`config.mk`:
```
export PLATFORM = sky130hd
export DESIGN_NAME = pipe_stage_reg
export DESIGN_NICKNAME = d
export VERILOG_FILES = /design/src/rtl/pipe_stage_reg.sv
export SDC_FILE = /design/constraint.sdc
export NUM_CORES = 1
export LEC_CHECK = 0
export ABC_AREA = 1
export BUFFER_PORTS_ARGS = -buffer_cell sky130_fd_sc_hd__buf_2
export CAP_MARGIN = 20
export CORE_AREA = 2 2 135 137
export DETAILED_ROUTE_END_ITERATION = 6
export DIE_AREA = 0 0 137 139
export PLACE_DENSITY_LB_ADDON = 0.08
export SYNTH_ARGS = -nofsm -noshare
export SYNTH_HDL_FRONTEND = slang
export SYNTH_SLANG_ARGS = --single-unit
```
`constraint.sdc`:
```
create_clock -name clk -period 2.2 [get_ports clk]
set_input_delay 0.44 -clock clk [delete_from_list [all_inputs] [get_ports clk]]
set_output_delay 0.44 -clock clk [all_outputs]
set_load 0.01 [all_outputs]
```
`src/rtl/pipe_stage_reg.sv`:
```
// Pipeline stage register with valid/ready handshake, flush-to-nop and a saturating stall counter.
// Define PIPE_STAGE_SKID_EN for a main entry plus a one-word skid entry with registered in_ready.
module pipe_stage_reg #(
  parameter int          DATA_W   = 96,
  parameter logic [31:0] PC_RESET = 32'h0000_3000,
  parameter int          CNT_W    = 16
) (
  input  logic              clk,
  input  logic              reset,
  input  logic              flush,
  input  logic              in_valid,
  output logic              in_ready,
  input  logic [31:0]       in_pc,
  input  logic [31:0]       in_instr,
  input  logic [DATA_W-1:0] in_data,
  output logic              out_valid,
  input  logic              out_ready,
  output logic [31:0]       out_pc,
  output logic [31:0]       out_instr,
  output logic [DATA_W-1:0] out_data,
  output logic [CNT_W-1:0]  stall_cnt
);

  logic in_fire;
  logic out_fire;
  logic stall;

  assign out_fire = out_valid & out_ready;
  assign in_fire  = in_valid & in_ready;
  assign stall    = in_valid & ~in_ready & ~flush;

`ifdef PIPE_STAGE_SKID_EN
  logic              skid_valid;
  logic [31:0]       skid_pc;
  logic [31:0]       skid_instr;
  logic [DATA_W-1:0] skid_data;
  logic              in_ready_q;

  // in_ready_q always mirrors ~skid_valid; flush only masks it for the current cycle.
  assign in_ready = in_ready_q & ~flush;

  always_ff @(posedge clk) begin
    if (reset || flush) begin
      out_valid  <= 1'b0;
      out_pc     <= PC_RESET;
      out_instr  <= '0;
      out_data   <= '0;
      skid_valid <= 1'b0;
      skid_pc    <= '0;
      skid_instr <= '0;
      skid_data  <= '0;
      in_ready_q <= 1'b1;
    end else if (skid_valid) begin
      if (out_fire) begin
        out_pc     <= skid_pc;
        out_instr  <= skid_instr;
        out_data   <= skid_data;
        skid_valid <= 1'b0;
        in_ready_q <= 1'b1;
      end
    end else if (!out_valid || out_fire) begin
      if (in_fire) begin
        out_valid <= 1'b1;
        out_pc    <= in_pc;
        out_instr <= in_instr;
        out_data  <= in_data;
      end else begin
        out_valid <= 1'b0;
      end
    end else if (in_fire) begin
      skid_valid <= 1'b1;
      skid_pc    <= in_pc;
      skid_instr <= in_instr;
      skid_data  <= in_data;
      in_ready_q <= 1'b0;
    end
  end
`else
  assign in_ready = (~out_valid | out_ready) & ~flush;

  always_ff @(posedge clk) begin
    if (reset || flush) begin
      out_valid <= 1'b0;
      out_pc    <= PC_RESET;
      out_instr <= '0;
      out_data  <= '0;
    end else if (in_fire) begin
      out_valid <= 1'b1;
      out_pc    <= in_pc;
      out_instr <= in_instr;
      out_data  <= in_data;
    end else if (out_fire) begin
      out_valid <= 1'b0;
    end
  end
`endif

  // Flush does not clear the stall history; only reset does.
  always_ff @(posedge clk) begin
    if (reset) begin
      stall_cnt <= '0;
    end else if (stall && (stall_cnt != {CNT_W{1'b1}})) begin
      stall_cnt <= stall_cnt + 1'b1;
    end
  end

endmodule

```
Word-level counts from Yosys, hierarchy flattened. Cells that the tools add are included.

Bits in registers: 177. Bits in latches: 0. Memory bits (writable): 0. ROM bits: 0. Input bits: 165. Output and inout port bits: 178. Logic and storage cells: 21. Memories kept: 0.

Add/subtract/negate cells: 1. Multipliers: 0. Divide/modulo/power cells: 0. Order comparisons: 0. Eq/ne operators: 1. Shift operators: 0. Muxes and demuxes: 2. Bitwise logic cells: 9. Reduce and logical (&&, ||, !) cells: 3.

Operators by type and width (count): adder 16 x 1 -> 16 bit (second input constant) (1); != test 16 bit (second input constant) (1); AND 1 bit (5); NOT 1 bit (3); two-way mux 1 bit (2); nonzero test 2 bit (1); logical AND 1 bit (1); logical OR 1 bit (1); OR 1 bit (1).

Depth between registers and ports, before layout.
Word-level depth: 7. Gate-level depth with buffers: 10. Gate-level depth less buffers: 10.

Least setup slack after synthesis. Ideal clock, no wire load.

Kind: register to register. From: reg stall_cnt[1]. To: reg stall_cnt[7]. Setup time: 0.115 ns. Arrival time: 1.351 ns. Required time: 2.085 ns. Slack: 0.734 ns. Stages on the path, launching flop included: 10. Period minus slack after synthesis: 1.466 ns. Path through: dfxtp_1 > ha_1 > nand2_1 > nor2_4 > nand2_4 > inv_2 > nand2_4 > buf_6 > a21oi_1 > nor2_1.

Word-level cells in the longest chain between the ends: 2.

RTL lines: from (decl) (line 21) `output logic [CNT_W-1:0] stall_cnt`; from (signal assigned) (line 103) `stall_cnt <= stall_cnt + 1'b1;`; branches (longest 2 deep; another with adder 16 x 1 -> 16 bit).

Parallel ways; which one is timed is not known. A chain may end at the register's enable or synchronous reset.

Final worst setup path.
From: reg out_valid. To: out in_ready.

Word-level cells in the longest chain between the ends: 3.

RTL lines: from (decl) (line 16) `output logic out_valid,`; from (signal assigned) (line 83) `out_valid <= 1'b0;`; from (signal assigned) (line 88) `out_valid <= 1'b1;`; from (signal assigned) (line 93) `out_valid <= 1'b0;`; NOT 1 bit (line 79) `assign in_ready = (~out_valid | out_ready) & ~flush;`; OR 1 bit (line 79); AND 1 bit (line 79); to (decl) (line 12) `output logic in_ready,`.

No other way between the ends.

==> impl_metrics.prom <==
# TYPE chip_impl_metric gauge
chip_impl_metric{name="post_cts.resized_instances",unit=""} 0
chip_impl_metric{name="crit_path_max_fanout",unit=""} 3
chip_impl_metric{name="final.period_utilization",unit="%"} 75.90
chip_impl_info{name="capturing_element_type_of_the_critical_path",value="primary output"} 1
chip_impl_metric{name="clk_latency",unit="ns"} 0.42
chip_impl_metric{name="grt_usage",unit="%"} 20.29
chip_impl_metric{name="combinationalPowerShare",unit="%"} 9.0
chip_impl_info{name="timing.critical_path.slowest_stage_cell",value="dfxtp_1"} 1
chip_impl_metric{name="overall_die_area",unit="sq um"} 19040
chip_impl_metric{name="clock-skew-final",unit="ns"} 0.01126
chip_impl_metric{name="die_h",unit="um"} 139
chip_impl_metric{name="clock-sinks",unit=""} 177
chip_impl_info{name="most_common_flop_cell_mapped_by_yosys",value="dfxtp_1"} 1
chip_impl_metric{name="i_o_pin_total",unit=""} 343
chip_impl_metric{name="peakVddDrop",unit="mV"} 0.5617
chip_impl_metric{name="number_of_distinct_library_cells_after_synthesis",unit=""} 26
chip_impl_metric{name="clock_power_share",unit="%"} 42.9
chip_impl_metric{name="mappedNetlistArea",unit="sq um"} 6533
chip_impl_metric{name="route.vias.total",unit=""} 6413
chip_impl_metric{name="antenna_found_initial",unit=""} 2
chip_impl_metric{name="postSynthNetCount",unit=""} 1017
chip_impl_info{name="synth_top_cells_by_count",value="nor2_1, dfxtp_1, o21ai_0"} 1
chip_impl_metric{name="cts_htree_levels",unit=""} 4
chip_impl_metric{name="drc",unit=""} 0
chip_impl_info{name="post-synth-top-area-cell",value="dfxtp_1"} 1
chip_impl_info{name="outcome",value="finished clean"} 1
chip_impl_metric{name="post_synth.cell_area_avg",unit="sq um"} 7.676
chip_impl_metric{name="worst_ep_arrival",unit="ns"} 1.23
chip_impl_metric{name="initial_core_util",unit="%"} 37.00
chip_impl_metric{name="fin_nets",unit=""} 1331
chip_impl_metric{name="globalplace.congestion",unit=""} 0.7588
chip_impl_metric{name="setup_total_negative_slack",unit="ns"} 0
chip_impl_info{name="clock_tree_root_buffer_cell",value="clkbuf_16"} 1
chip_impl_info{name="critical_path_startpoint_category",value="register"} 1
chip_impl_info{name="yosysMostFrequentCell",value="nor2_1"} 1
chip_impl_metric{name="slew_violations",unit=""} 0
chip_impl_info{name="crit_chain",value="inv_1 -> nor2_4 -> nor2_1 -> buf_2"} 1
chip_impl_metric{name="timing.final.setup_violations",unit=""} 0
chip_impl_metric{name="clock_pin_slew_reported_for_the_worst_setup_and_hold_paths_after_clock_tree_synthesis",unit="ns"} 0.06
chip_impl_metric{name="hold_viol",unit=""} 0
chip_impl_metric{name="timing.slew.headroom",unit="%"} 73.48
chip_impl_metric{name="cts_setup_buffers",unit=""} 0
chip_impl_metric{name="synthDominantCellAreaShare",unit="%"} 54.24
chip_impl_metric{name="ys_seq_area_share",unit="%"} 54.24
chip_impl_metric{name="syn_inst",unit=""} 851
chip_impl_metric{name="route.detailed.vias_per_inst",unit=""} 4.561
chip_impl_metric{name="drt-initial-drc-count",unit=""} 346
chip_impl_metric{name="grt-ovfl-total",unit=""} 0
chip_impl_metric{name="worstPathRequired",unit="ns"} 1.76
chip_impl_metric{name="max_cap_violations",unit=""} 0
chip_impl_metric{name="internal-power",unit="W"} 0.005292
chip_impl_metric{name="max-clock-path-buffers",unit=""} 2
chip_impl_metric{name="post-place-ws",unit="ns"} 0.5085
chip_impl_metric{name="static-leakage-power",unit="nW"} 4.634
chip_impl_metric{name="antenna_left",unit=""} 0
chip_impl_metric{name="routed_wire_length_per_instance",unit="um"} 14.29
chip_impl_metric{name="power_frac_seq",unit="%"} 48.1
chip_impl_metric{name="timing.critical_path.slowest_cell_delay",unit="ns"} 0.37
chip_impl_metric{name="switching_share",unit="%"} 23.90
chip_impl_metric{name="first_pass_grt_wire_length",unit="um"} 30470
chip_impl_metric{name="core",unit="sq um"} 17660
chip_impl_metric{name="fmaxAchievable",unit="GHz"} 0.5989
chip_impl_info{name="ranking_of_synthesized_cells_by_area",value="dfxtp_1, nor2_1, o21ai_0, nand2_1, buf_2"} 1
chip_impl_metric{name="die_width",unit="um"} 137
chip_impl_metric{name="layout_min_cycle_time",unit="ns"} 1.670
chip_impl_metric{name="synth-edff-count",unit=""} 0
chip_impl_metric{name="tightestPinTransition",unit="ns"} 0.3978
chip_impl_info{name="timing_worst_setup_path_type",value="reg -> out"} 1
chip_impl_metric{name="nFillCells",unit=""} 1757
chip_impl_metric{name="grt_max_degree",unit=""} 91
chip_impl_metric{name="hpwlAfterDp",unit="um"} 13520
chip_impl_metric{name="area_growth_syn_to_layout",unit="%"} 36.95
chip_impl_metric{name="number_of_buffers_added_on_ports",unit=""} 342
chip_impl_metric{name="fraction_of_layout_instances_using_a_drive_strength_above_1",unit="%"} 33.70
chip_impl_info{name="min_delay_worst_type",value="in -> reg"} 1
chip_impl_metric{name="first_global_vias",unit=""} 5829
chip_impl_metric{name="cp.buffers_inverters",unit=""} 2
chip_impl_metric{name="power.switching",unit="W"} 0.001662
chip_impl_metric{name="synth_warnings",unit=""} 0
chip_impl_metric{name="cts.hold.buffers_added",unit=""} 0
chip_impl_metric{name="final_critical_path_setup_slack",unit="ns"} 0.5303
chip_impl_info{name="cp_top_family",value="flip-flops"} 1
chip_impl_metric{name="cts-buffers-inserted",unit=""} 17
chip_impl_metric{name="ys_ff_latch",unit=""} 177
chip_impl_metric{name="drtPass1Iterations",unit=""} 4
chip_impl_info{name="cts_tree",value="done"} 1
chip_impl_metric{name="p_per_area",unit="nW/um^2"} 777.4
chip_impl_metric{name="drt_wl_total",unit="um"} 20100
chip_impl_metric{name="number_of_rows_created_at_floorplan",unit=""} 49
chip_impl_info{name="unrepaired_setup_endpoints_after_global_routing",value="false"} 1
chip_impl_metric{name="async_reset_ff_share",unit="%"} 0
[flip-flops by register name, indices dropped and copies added, names as in the netlist]
name,cells
out_data,96
out_valid,1
out_instr,32
out_pc,32
stall_cnt,16
[area by class of cell]
type	count	area, sq um	area share (%)
well taps	229	286.5	3.203
clock inverters	7	102.6	1.147
inverters	14	56.30	0.6294
diodes	2	5.005	0.05594
flip-flops and latches	177	3543	39.61
clock buffers	22	464.2	5.189
repair buffers	348	1832	20.48
multi-input cells	607	2656	29.69
[layout by cell type (no fill, tap or decap), types with 2 or more instances in the layout]
cell,Yosys,routed
o21ai_0,140,140
nand4_1,5,5
clkbuf_1,19,3
nand3_1,12,12
clkinv_4,0,2
nand2_1,44,44
nor2_4,5,6
inv_1,9,9
buf_12,0,6
nor2_1,352,352
o21ai_1,20,20
clkbuf_16,0,17
inv_2,4,3
buf_2,20,342
dfxtp_1,177,177
clkbuf_8,0,2
a21oi_1,10,10
xnor2_1,2,2
nand2_4,4,4
nor2_2,4,3
nand2_2,3,3
bufinv_16,0,2
inv_6,0,2
diode_2,0,2
[routing by layer]
metal | vias to the layer above | part of all wire (%) | global-route usage (%)
li1 | 3334 | - | -
met1 | 2804 | 42 | 24.30
met2 | 238 | 46 | 32.63
met3 | 37 | 8.9 | 7.566
met4 | 0 | 2.8 | 8.247
met5 | - | 0 | 0
[power groups by stage]
| stage | Sequential, W | Clock, W | Combinational [W] |
|---|---|---|---|
| floorplan | 0.00347 | 0 | 0.000261 |
| global placement | 0.00342 | 0 | 0.000630 |
| detailed placement | 0.00342 | 0 | 0.000630 |
| CTS | 0.00335 | 0.00305 | 0.000632 |
| global route | 0.00336 | 0.00319 | 0.000697 |
| finish | 0.00335 | 0.00298 | 0.000625 |
[worst paths after layout]
| kind | start | endpoint | slack, ns | depth (start not counted) |
|---|---|---|---|---|
| max | out_valid | in_ready | 0.53 | 4 |
| min | in_pc[12] | out_pc[12] | 0.23 | 3 |
| max reg2reg | stall_cnt[1] | stall_cnt[10] | 0.58 | 10 |
| min reg2reg | out_pc[13] | out_pc[13] | 0.45 | 2 |
[tightest hold or removal path, delay by kind of cell]
kind,cells,cell delay (ns)
simple gates,2,0.10
buf+inv,1,0.08
[cell families after synthesis]
family / after synthesis / share of synthesized area [%]
flip-flops: 177 / 54.24
buffers and inverters: 67 / 5.171
AO/OA/AOI/OAI: 171 / 13.14
AND/OR/NAND/NOR: 432 / 26.85
adder cells (fa/ha/maj): 1 / 0.1915
XOR/XNOR: 3 / 0.4023
[through the flow]
step | cells | instance area (sq um) | hold WS [ns] | total power [W] | utilization (%)
floorplan | 851 | 6533 | 0.4888 | 0.003728 | -
global placement | 1375 | 8374 | 0.4354 | 0.004047 | 47.43
detailed placement | 1375 | 8374 | 0.4434 | 0.004047 | 47.43
CTS | 1404 | 8941 | 0.2153 | 0.007032 | 50.64
global route | 1406 | 8946 | 0.2148 | 0.007245 | 50.67
finish | 1406 | 8946 | 0.2289 | 0.006954 | 50.67
No activity file was read; power rests on OpenSTA's default activity.
